==> src/rtl/regfilen.sv <==
// DEPTH x N register file: one synchronous write port, two combinational read ports and a
// sequential clear sweep that reports busy. Define REGFILEN_BYPASS_EN for write-to-read bypass.
module regfilen #(
  parameter int unsigned N     = 32,
  parameter int unsigned DEPTH = 8,
  parameter int unsigned AW    = $clog2(DEPTH)
) (
  input  logic          clk,
  input  logic          rst_n,
  input  logic          we,
  input  logic [AW-1:0] waddr,
  input  logic [N-1:0]  wdata,
  input  logic [AW-1:0] raddr_a,
  output logic [N-1:0]  rdata_a,
  input  logic [AW-1:0] raddr_b,
  output logic [N-1:0]  rdata_b,
  input  logic          clr,
  output logic          busy
);

  typedef enum logic [0:0] {StIdle, StClear} state_e;

  localparam logic [AW-1:0] LastIdx = AW'(DEPTH - 1);

  state_e        state_q, state_d;
  logic [AW-1:0] idx_q, idx_d;
  logic          busy_q, busy_d;
  logic [N-1:0]  mem_q [DEPTH];
  logic [N-1:0]  mem_d [DEPTH];
  logic          wr_en;

  // Address may exceed DEPTH-1 when DEPTH is not a power of two.
  function automatic logic addr_ok(input logic [AW-1:0] a);
    return 32'(a) < DEPTH;
  endfunction

  assign wr_en = (state_q == StIdle) && we && addr_ok(waddr);
  assign busy  = busy_q;

  // State register
  always_ff @(posedge clk) begin
    if (!rst_n) begin
      state_q <= StIdle;
      idx_q   <= '0;
      busy_q  <= 1'b0;
      for (int i = 0; i < DEPTH; i++) mem_q[i] <= '0;
    end else begin
      state_q <= state_d;
      idx_q   <= idx_d;
      busy_q  <= busy_d;
      for (int i = 0; i < DEPTH; i++) mem_q[i] <= mem_d[i];
    end
  end

  // Next-state logic
  always_comb begin
    state_d = state_q;
    unique case (state_q)
      StIdle:  if (clr) state_d = StClear;
      StClear: if (idx_q == LastIdx) state_d = StIdle;
      default: state_d = StIdle;
    endcase
  end

  // Datapath and registered-output next values
  always_comb begin
    for (int i = 0; i < DEPTH; i++) mem_d[i] = mem_q[i];
    idx_d  = '0;
    busy_d = (state_d == StClear);
    unique case (state_q)
      StIdle: begin
        if (wr_en) mem_d[waddr] = wdata;
      end
      StClear: begin
        mem_d[idx_q] = '0;
        idx_d        = (idx_q == LastIdx) ? '0 : idx_q + AW'(1);
      end
      default: ;
    endcase
  end

  // Read ports
  always_comb begin
    rdata_a = '0;
    rdata_b = '0;
    if (addr_ok(raddr_a)) rdata_a = mem_q[raddr_a];
    if (addr_ok(raddr_b)) rdata_b = mem_q[raddr_b];
`ifdef REGFILEN_BYPASS_EN
    if (wr_en && (raddr_a == waddr)) rdata_a = wdata;
    if (wr_en && (raddr_b == waddr)) rdata_b = wdata;
`endif
  end

endmodule
==> config.mk <==
export PLATFORM = sky130hd
export DESIGN_NAME = regfilen
export DESIGN_NICKNAME = d
export VERILOG_FILES = /design/src/rtl/regfilen.sv
export SDC_FILE = /design/constraint.sdc
export NUM_CORES = 1
export LEC_CHECK = 0
export BUFFER_PORTS_ARGS = -buffer_cell sky130_fd_sc_hd__buf_2
export CAP_MARGIN = 10
export CORE_UTILIZATION = 40
export DETAILED_ROUTE_END_ITERATION = 16
export PLACE_DENSITY = 0.55
export SLEW_MARGIN = 10
export SYNTH_ARGS = -nofsm -noshare
export SYNTH_HDL_FRONTEND = slang
export SYNTH_SLANG_ARGS = --single-unit
==> constraint.sdc <==
create_clock -name clk -period 4.7 [get_ports clk]
set_input_delay 0.47 -clock clk [delete_from_list [all_inputs] [get_ports clk]]
set_output_delay 0.47 -clock clk [all_outputs]
set_load 0.03 [all_outputs]
==> After elaboration in Yosys (flattened, before gate mapping) <==
Memories as Yosys holds them, arrays and structs flattened.
Index checks and enable logic that the tools add are counted.
{ "totals": {"n_memories": 1, "ram_bits": 256, "regBits": 4, "elab_cells": 47, "input_bits": 45} }
{ "memory_table": {"columns": ["name", "depth", "width", "read_ports", "rd_ports_with_merged_regs", "write_ports", "line", "source"], "rows": [
  ["mem_q", 8, 32, 10, 0, 8, "28", "logic [N-1:0] mem_q [DEPTH];"]
]} }
{ "op_classes": {"eq_ne": 1, "addsub": 1, "bitwise": 14, "order_cmp": 4, "mux": 20, "reduce_logical": 4} }
{ "op_table": {"columns": ["cell", "n"], "rows": [
  ["case mux 256 bit (2 select lines)", 1],
  ["2-to-1 mux 32 bit", 10],
  ["AND 256 bit", 1],
  ["bitwise mux 256 bit", 1],
  ["2-to-1 mux 256 bit", 1],
  ["NOT 256 bit", 1],
  ["demux 32 bit (select 3 bit)", 2],
  [">= comparator 4 bit, second input constant", 2],
  ["< comparator 4 x 1 -> 1 bit, second input constant", 2],
  ["NOT 3 -> 4 bit", 2],
  ["OR 1 bit", 8],
  ["2-to-1 mux 1 bit", 4],
  ["adder 3 x 1 -> 3 bit, second input constant", 1],
  ["equality test 3 bit, second input constant", 1],
  ["logical AND 1 bit", 3],
  ["OR reduction 3 bit", 1],
  ["NOT 1 bit", 2],
  ["case mux 1 bit (2 select lines)", 1]
]} }

==> Logic depth before layout (Yosys ltp) <==
Gate-level depths: netlist of the first run.
{ "depth": {"ltp_word": 9, "ltp_mapped": 6, "mapped_depth_nobuf": 5} }

==> Worst setup path after synthesis of the first run <==
Ideal clock, no wire load.
{ "synth_path": {"kind": "input port to output port", "startpoint": "input port raddr_a[2]", "endpoint": "output port rdata_a[11]", "path_buffers": 3, "setup_slack_ns": 2.232, "stages": 5, "required_time_ns": 4.230, "arrival_ns": 1.998, "cell_sequence": "buf_2 > buf_2 > buf_1 > mux4_2 > mux2_2"} }
{ "synth_via": {"elab_chain_len": 1} }
{ "synth_rtl": {"columns": ["item", "line", "source"], "rows": [
  ["start, declared", "13", "input logic [AW-1:0] raddr_a,"],
  ["memory read (8 x 32 bit)", null, null],
  ["end, declared", "14", "output logic [N-1:0] rdata_a,"]
]} }
Every way passes these cells.

==> Worst setup path after layout of the first run <==
{ "layout_path": {"startpoint": "input port raddr_b[2]", "endpoint": "output port rdata_b[17]"} }
{ "layout_via": {"elab_chain_len": 1} }
{ "layout_rtl": {"columns": ["item", "line", "source"], "rows": [
  ["start, declared", "15", "input logic [AW-1:0] raddr_b,"],
  ["memory read (8 x 32 bit)", null, null],
  ["end, declared", "16", "output logic [N-1:0] rdata_b,"]
]} }
Every way passes these cells.

==> impl_metrics.ini, run 1 <==
[sta]
setup_viol = 0
hold_violations = 0
worst_pin_slew_ns = 1.133
max_slew_margin_pct = 24.46
fin_crit_ns = 3.008
rsz0062_at_grt = false
report.final.slew_viol_count = 0
fmax_mhz = 332.4
post-route-period-util_pct = 64.00
finalSetupTns_ns = 0
clock_skew_ns = 0.01366

[cells_and_area]
antenna_cells = 0
layout-area-overhead-vs-synth_pct = 12.40
layout.cells.non_filler = 1659
final_common_cell = dfxtp_1
final_cell_mix = dfxtp_1 (260), nor3_1 (192), a31o_2 (181), mux4_2 (128), buf_2 (104)
final_cell_area_sq_mm = 0.01509
drive_above_1_share_pct = 46.43
nets = 1241

[logic_synthesis]
synth_simple_gate_area_share_pct = 11.61
syn-mean-instance-area_sq_um = 11.38
synthMuxAreaShare_pct = 31.62
yosys_warnings = 0
ys.flop_type = dfxtp_1
ys_seq_area_share_pct = 38.78
synthDistinctLibCells = 30
synth_compound_area_share_pct = 12.97
synth_top_family_by_area = multiplexers
synth_fp_nets = 1226
syn_area_sq_mm = 0.01342
async_flop_share_pct = 0
synth-seq-cells = 260
synth-edff-count = 0
synthCells = 1179
synthXorXnorAreaFrac_pct = 0
synth_fa_ha_area_share_pct = 0.1864

[job]
drv_cap = 0

[clock_tree]
cts_setup_buffers = 0
cts_tree = built
cts.path.max_buffers = 3
htreeDepth = 1
clk_pin_slew_ns = 0.06
cts_resized = 0
cts.sinks = 260
cts_root_buf = clkbuf_16
hold_buffers = 0
clk_latency_ns = 0.56
cts_buffers = 29

[die]
die_h_um = 185.2
io_pins = 110
row_count = 66
die_w_um = 185.2
floorplan.initialDensity_pct = 40.94
core_area_sq_mm = 0.03278
die-area_sq_mm = 0.03429

[routing]
vias_per_cell = 6.486
wl_per_cell_um = 26.93
dr.pass1.iters = 5
vias = 10760
drc = 0
ant_nets = 0
wirelength_um = 44670
first_iter_violations = 816

[placement]
io_buffer_count = 109
dp_cells = 1605
hpwlAfterDp_um = 24020
placed_area_sq_mm = 0.01416
place_congestion = 0.7225

[pwr]
leakagePower_nw = 5.998
vdd_ir_drop_max_mv = 0.2645
cellPowerDensity_mw_per_mm2 = 336.3
power.total_mw = 5.074

[grt]
grt_first_pass_wirelength_um = 68200
antenna_found_initial = 0
grt.overflow.total = 0
grt_max_degree = 88
grt_pass1_vias = 10690
grt_usage_pct = 26.57

[outcome]
outcome = completed

[critical_path]
cp-start-kind = primary input
startpoint = raddr_b[2]
crit_arrival_ns = 2.54
endpoint_kind = output pin
cp_max_fo = 35
cp.required_ns = 4.23
worstReg2RegStart = busy$_SDFF_PN0_
reg2regPathDepth = 4
path_class = in -> out

[min_path]
hold_class = in -> reg
min_from = clr
hold_path_depth = 3
[sequential cells by signal (all words and copies together), names as in the netlist]
name and cells:
busy 1, idx_q 3, mem_q 256
[stage by stage]
stage | setup slack (ns) | hold WS, ns | utilization (%)
5_1_grt | 1.648 | 0.2009 | 46.02
3_3_place_gp | 1.726 | 0.4671 | 43.20
6_report | 1.692 | 0.1845 | 46.02
3_5_place_dp | 1.701 | 0.4786 | 43.20
2_1_floorplan | 2.232 | 0.4573 | -
4_1_cts | 1.707 | 0.1706 | 46.02
[cell type report]
cell class                 instances  area [sq um]
sequential                       260          5205
multi-input combinational        767          7605
timing repair buffer             133         788.3
tap                              442         553.0
fill                            3052         17700
inverter                           3         11.26
clock inverter                    10         82.58
clock buffer                      44         842.1
[cell families after synthesis]
logic type,Yosys count
buffers and inverters,152
AOI/OAI and AO/OA,199
muxes,256
DFF,260
adders and majority gates,2
and+or+nand+nor,310
[power by group]
part | internal (mW) | switching [mW] | leakage [nW] | total [mW]
clock network | 1.29 | 0.951 | 0.461 | 2.24
registers | 2.25 | 0.0320 | 2.10 | 2.28
logic | 0.181 | 0.378 | 3.44 | 0.559
total | 3.71 | 1.36 | 6.00 | 5.07
[Yosys cell counts (4+ instances only)]
| cell | number | area [sq um] |
|---|---|---|
| nand3_1 | 65 | 325.3 |
| mux2_2 | 64 | 720.7 |
| dfxtp_1 | 260 | 5205 |
| nor3_1 | 192 | 960.9 |
| buf_2 | 25 | 125.1 |
| nand2_1 | 34 | 127.6 |
| or2_1 | 4 | 25.02 |
| buf_6 | 5 | 56.30 |
| mux2i_1 | 64 | 640.6 |
| a31o_1 | 11 | 96.34 |
| buf_1 | 16 | 60.06 |
| clkbuf_1 | 100 | 375.4 |
| mux4_2 | 128 | 2883 |
| a31o_2 | 181 | 1585 |
| o31a_1 | 4 | 35.03 |
[path summary, 6_finish.rpt]
check,endpoint,slack [ns]
worst max register to register,mem_q[5][25]$_SDFFE_PN0P_,1.98
worst min-delay path,busy$_SDFF_PN0_,0.18
worst max-delay path,rdata_b[17],1.69
worst min register to register,mem_q[2][6]$_SDFFE_PN0P_,0.49
[critical path, cell delays in order]
cell and delay (ns):
buf_4 0.57, buf_4 0.45, mux4_2 0.54, mux2_2 0.28
buf_2 0.18
[routing by layer]
layer | wire, um | share of wire [%] | track usage (%) | vias to the layer above
met3 | 2859 | 6.4 | 3.382 | 80
met2 | 20910 | 47 | 41.98 | 420
li1 | - | - | - | 4681
met1 | 19910 | 45 | 38.08 | 5579
met4 | 1001 | 2.2 | 7.372 | 0
met5 | 0 | 0 | 0 | -
Power figures use the tool's default switching activity.
==> inputs of run 2 (changes only) <==
Settings changed: PLACE_DENSITY 0.55 to 0.57.
Clock period 4.7 ns to 2.6 ns, I/O delays scaled along.
==> run 2 against run 1 <==
Die area stayed put. Largest cell class unchanged. Routed wire length decreased by 3.5%. First-iteration DRC count is 4.4% lower. Flip-flop and latch count unchanged. Critical endpoint is now mem_q[2][30]$_SDFFE_PN0P_. Power is 81% higher.
==> impl_metrics.ini, run 2 (synthesis results as in run 1) <==
[outcome]
outcome = completed

[sta]
rsz0062_at_grt = false
finalSetupTns_ns = 0
max_slew_margin_pct = 29.56
setup_viol = 0
fin_crit_ns = 2.121
fmax_mhz = 471.4
hold_violations = 0
worst_pin_slew_ns = 1.057
post-route-period-util_pct = 81.59
report.final.slew_viol_count = 0
clock_skew_ns = 0.005134

[routing]
wl_per_cell_um = 25.79
ant_nets = 0
drc = 0
drt-met1-wl_um = 18790
first_iter_violations = 780
vias_per_cell = 6.401
dr.pass1.iters = 5
wl_met3_um = 2749
wirelength_um = 43090
vias = 10700
maxUsedRoutingLayer = met4
wl_met2_um = 20310

[clock_tree]
clk_pin_slew_ns = 0.06
cts_resized = 0
hold_buffers = 0
cts.path.max_buffers = 3
htreeDepth = 1
cts_tree = built
cts_setup_buffers = 0
cts_root_buf = clkbuf_16
cts.sinks = 260
clk_latency_ns = 0.55
cts_buffers = 29

[critical_path]
crit_path_top_delay_cell = or4b_2
cp.required_ns = 3.01
path_delay_family = simple AND/OR/NAND/NOR gates
crit_arrival_ns = 2.53
worst-path-buf-inv = 1
path_class = reg -> reg
endpoint_kind = flop
critPathMaxStageDelay_ns = 0.72
cp-start-kind = flop
crit_chain = nand2b_4 > or4b_2 > buf_4 > mux2i_1
cp_max_fo = 28

[placement]
hpwlAfterDp_um = 25400
place_congestion = 0.7641
io_buffer_count = 109

[grt]
grt_first_pass_wirelength_um = 65810
grt_pass1_vias = 10440
grt.overflow.total = 0
antenna_found_initial = 0
grt_usage_pct = 25.49
grt_max_degree = 65

[cells_and_area]
nets = 1258
regMostFlops = mem_q
final_core_util_pct = 46.63
final_common_cell = dfxtp_1
fillers = 3035
drive_above_1_share_pct = 46.87
layout-area-overhead-vs-synth_pct = 13.90
antenna_cells = 0
largest_reg_flops = 256
final_cell_mix = dfxtp_1 (260), nor3_1 (192), a31o_2 (181), mux4_2 (128), buf_2 (104)

[pwr]
cellPowerDensity_mw_per_mm2 = 599.6
vdd_ir_drop_max_mv = 0.4750
leakagePower_nw = 6.093

[die]
row_count = 66
core_area_sq_mm = 0.03278
die-area_sq_mm = 0.03429
floorplan.initialDensity_pct = 40.94
io_pins = 110
die_w_um = 185.2
die_h_um = 185.2

[job]
drv_cap = 0

[min_path]
hold_class = in -> reg
[run 2: worst reg2reg max path, stage by stage (launching register included)]
cell,delay [ns]
dfxtp_1,0.38
nand2b_4,0.34
or4b_2,0.72
buf_4,0.35
mux2i_1,0.21
[run 2: final cells by class]
cell class	count	area (sq um)	area share (%)
Clock buffer	44	832.0	5.442
Clock inverter	5	77.57	0.5074
Inverter	3	11.26	0.07366
Multi-Input combinational cell	767	7594	49.67
Sequential cell	260	5205	34.05
Tap cell	442	553.0	3.617
Timing Repair Buffer	150	1016	6.645
[run 2: final timing paths]
path	from	end	slack, ns	depth (start not counted)
max	busy$_SDFF_PN0_	mem_q[2][30]$_SDFFE_PN0P_	0.48	4
min reg2reg	mem_q[0][19]$_SDFFE_PN0P_	mem_q[0][19]$_SDFFE_PN0P_	0.49	2
min	clr	busy$_SDFF_PN0_	0.03	3
max reg2reg	busy$_SDFF_PN0_	mem_q[2][30]$_SDFFE_PN0P_	0.48	4
[run 2: through the flow]
step                instance area (sq um)  cells  hold WS [ns]  setup WS [ns]  power [mW]
floorplan                           13420   1179        0.4268         0.5523       4.861
global placement                    14380   1622        0.4637         0.5173       5.209
detailed placement                  14380   1622        0.4784         0.5158       5.223
CTS                                 15290   1671       0.02414         0.4625       9.221
global route                        15290   1671       0.03715         0.4170       9.449
finish                              15290   1671       0.03169         0.4788       9.168
[run 2: power by group]
| part | switching [mW] | total, mW | internal, mW |
|---|---|---|---|
| Sequential | 0.0582 | 4.12 | 4.06 |
| Combinational | 0.666 | 1.02 | 0.357 |
| Clock | 1.65 | 4.03 | 2.38 |
[run 2: layer usage]
layer | vias to the layer above | GRT usage [%]
met5 | - | 0
met3 | 88 | 2.969
met2 | 413 | 41.10
li1 | 4710 | -
met1 | 5485 | 35.51
met4 | 0 | 8.397
==> inputs of run 3 (changes only) <==
Settings changed: ABC_AREA set to 1, PLACE_DENSITY 0.57 to 0.55.
Clock period 2.6 ns to 2.1 ns, I/O delays scaled along.
==> run 3 against run 2 <==
Routed wire length increased by 33%. Area after synthesis increased by 9.9%. Power increased by 44%. Via count increased by 52%. Synthesized cell count increased by 95%. Clock power increased by 50%. Sequential power increased by 24%. Clock skew increased by 0.0038 ns. Clock-buffer cell count decreased by 2. Worst setup slack got worse by 0.30 ns. Largest cell class unchanged.
==> impl_metrics.ini, run 3 <==
[logic_synthesis]
synth.area.top_cells = dfxtp_1 (35%), nand2_1 (14%), nand3_1 (13%), a21oi_1 (13%), o211ai_1 (6.5%)
synthCells = 2299
syn-mean-instance-area_sq_um = 6.417
synth_fp_nets = 2346
ys_seq_area_share_pct = 35.28
syn_area_sq_mm = 0.01475
async_flop_share_pct = 0
synth-edff-count = 0
synth_common_cells = nand2_1 (558), nand3_1 (393), a21oi_1 (384)
ys.flop_type = dfxtp_1
synth_area_leader_cell = dfxtp_1
synth_top_area_share_pct = 35.28
yosysMostFrequentCell = nand2_1
synthDistinctLibCells = 20
yosys_warnings = 0
synth-seq-cells = 260

[pwr]
switching_share_pct = 28.77
power_frac_seq_pct = 38.5
pwr-share-comb_pct = 15.8
cellPowerDensity_mw_per_mm2 = 762.5
p_int_mw = 9.407
power.switching_mw = 3.800
power.total_mw = 13.21
leakagePower_nw = 6.750
vdd_ir_drop_max_mv = 0.6857
pwr-share-clk_pct = 45.7

[sta]
post-route-period-util_pct = 91.48
report.final.slew_viol_count = 0
timing.final.ws_setup_ns = 0.1789
setup_viol = 0
rsz0062_at_grt = false
fmax_mhz = 520.5
clock_skew_ns = 0.008934
max_slew_margin_pct = 61.50
hold_violations = 0
finalSetupTns_ns = 0
worst_pin_slew_ns = 0.5775
fin_crit_ns = 1.921

[routing]
vias = 16300
drc = 0
first_iter_violations = 1486
wirelength_um = 57320
dr.pass1.iters = 6
vias_per_cell = 5.832
wl_per_cell_um = 20.51
ant_nets = 0

[placement]
io_buffer_count = 109
hpwlAfterDp_um = 34560
place_congestion = 0.8374
pre_cts_ws_ns = 0.3955

[cells_and_area]
largest_reg_flops = 256
fillers = 3682
nets = 2353
final_cell_mix = nand2_1 (558), nand3_1 (389), a21oi_1 (384), dfxtp_1 (260), inv_1 (141)
drive_above_1_share_pct = 11.16
regMostFlops = mem_q
final_common_cell = nand2_1
layout-area-overhead-vs-synth_pct = 17.40

[clock_tree]
cts_setup_buffers = 0
cts_tree = built
cts.path.max_buffers = 3
htreeDepth = 1
cts_buffers = 31
clk_latency_ns = 0.57
cts.sinks = 260
cts_root_buf = clkbuf_16
hold_buffers = 34
clk_pin_slew_ns = 0.06
cts_resized = 0

[critical_path]
crit_path_top_delay_cell = dfxtp_1
critPathMostFrequentCell = nand2_1
crit_chain = inv_1 > a21oi_1 > o21ai_0 > nand2_1 > nand2_1 > nand2_1 > buf_2
cp-start-kind = flop
crit_arrival_ns = 1.71
cp_max_fo = 2
rrSetupSlack_ns = 0.26
path_class = reg -> out
endpoint_kind = output pin
critPathMaxStageDelay_ns = 0.33
cp.required_ns = 1.89

[grt]
antenna_found_initial = 2
grt_pass1_vias = 15330
grt_usage_pct = 29.68
grt_max_degree = 91
grt_first_pass_wirelength_um = 88920
grt.overflow.total = 0

[outcome]
outcome = completed

[die]
io_pins = 110
row_count = 69
floorplan.initialDensity_pct = 41.08
die_h_um = 194.0
die_w_um = 194.0
die-area_sq_mm = 0.03765
core_area_sq_mm = 0.03591

[job]
drv_cap = 0

[min_path]
hold_class = in -> reg
==> run 3: cell types whose count changed after synthesis, sizes merged, moves of 89 or more <==
cell / change
nand2: +524
a21oi: +383
nand3: +328
a31o: -192
nor3: -191
inv: +141
mux4: -128
o211ai: +128
o21ai: +128
buf: +89
==> run 3: logic make-up after synthesis <==
kind of cell | Yosys count | synth area share, %
AO/OA/AOI/OAI | 640 | 23.88
AND/OR/NAND/NOR | 999 | 29.47
flip-flops | 260 | 35.28
buffers and inverters | 398 | 11.19
adder cells (fa/ha/maj) | 2 | 0.1696
==> run 3: area by class of cell <==
cell class,instances,area [sq um],area share (%)
clock buffers,42,877.1,5.064
well taps,461,576.8,3.330
clock inverters,15,259.0,1.495
flip-flops and latches,260,5205,30.05
diodes,3,7.507,0.04334
multi-input cells,1641,7949,45.89
repair buffers,227,1897,10.95
inverters,145,549.3,3.171
==> run 3: worst paths after layout <==
| check | startpoint | to | cells after the start |
|---|---|---|---|
| worst max-delay path | mem_q[5][12]$_SDFFE_PN0P_ | rdata_b[12] | 7 |
| worst min-delay path | wdata[23] | mem_q[7][23]$_SDFFE_PN0P_ | 3 |
| worst max register to register | busy$_SDFF_PN0_ | busy$_SDFF_PN0_ | 5 |
| worst min register to register | mem_q[1][13]$_SDFFE_PN0P_ | mem_q[1][13]$_SDFFE_PN0P_ | 2 |
==> run 3: critical path, delay by kind of cell (launching register included) <==
family,cells,cell delay [ns]
DFF,1,0.33
and+or+nand+nor,3,0.28
AOI/OAI and AO/OA,2,0.24
buffers and inverters,2,0.29
==> run 3: stage by stage <==
| step | std cells | utilization (%) | hold WS (ns) | instance area [sq um] |
|---|---|---|---|---|
| CTS | 2791 | 48.21 | 0.0001493 | 17310 |
| finish | 2794 | 48.23 | 0.005959 | 17320 |
| detailed placement | 2700 | 44.09 | 0.4460 | 15840 |
| global placement | 2700 | 44.09 | 0.4432 | 15840 |
| global route | 2791 | 48.21 | 0.03289 | 17310 |
| floorplan | 2299 | - | 0.3493 | 14750 |
==> run 3: power by group through the flow <==
stage	sequential [mW]	clock [mW]	combinational, mW
2_1_floorplan	5.18	0	1.31
3_3_place_gp	5.19	0	1.99
3_5_place_dp	5.20	0	2.01
4_1_cts	5.09	6.11	2.07
5_1_grt	5.10	6.30	2.25
6_report	5.09	6.03	2.09
==> run 3: routing by layer <==
metal / track usage, % / part of all wire, %
met2: 49.32 / 46
met5: 0 / 0
met3: 4.088 / 7.6
met1: 40.30 / 44
met4: 7.554 / 2.3
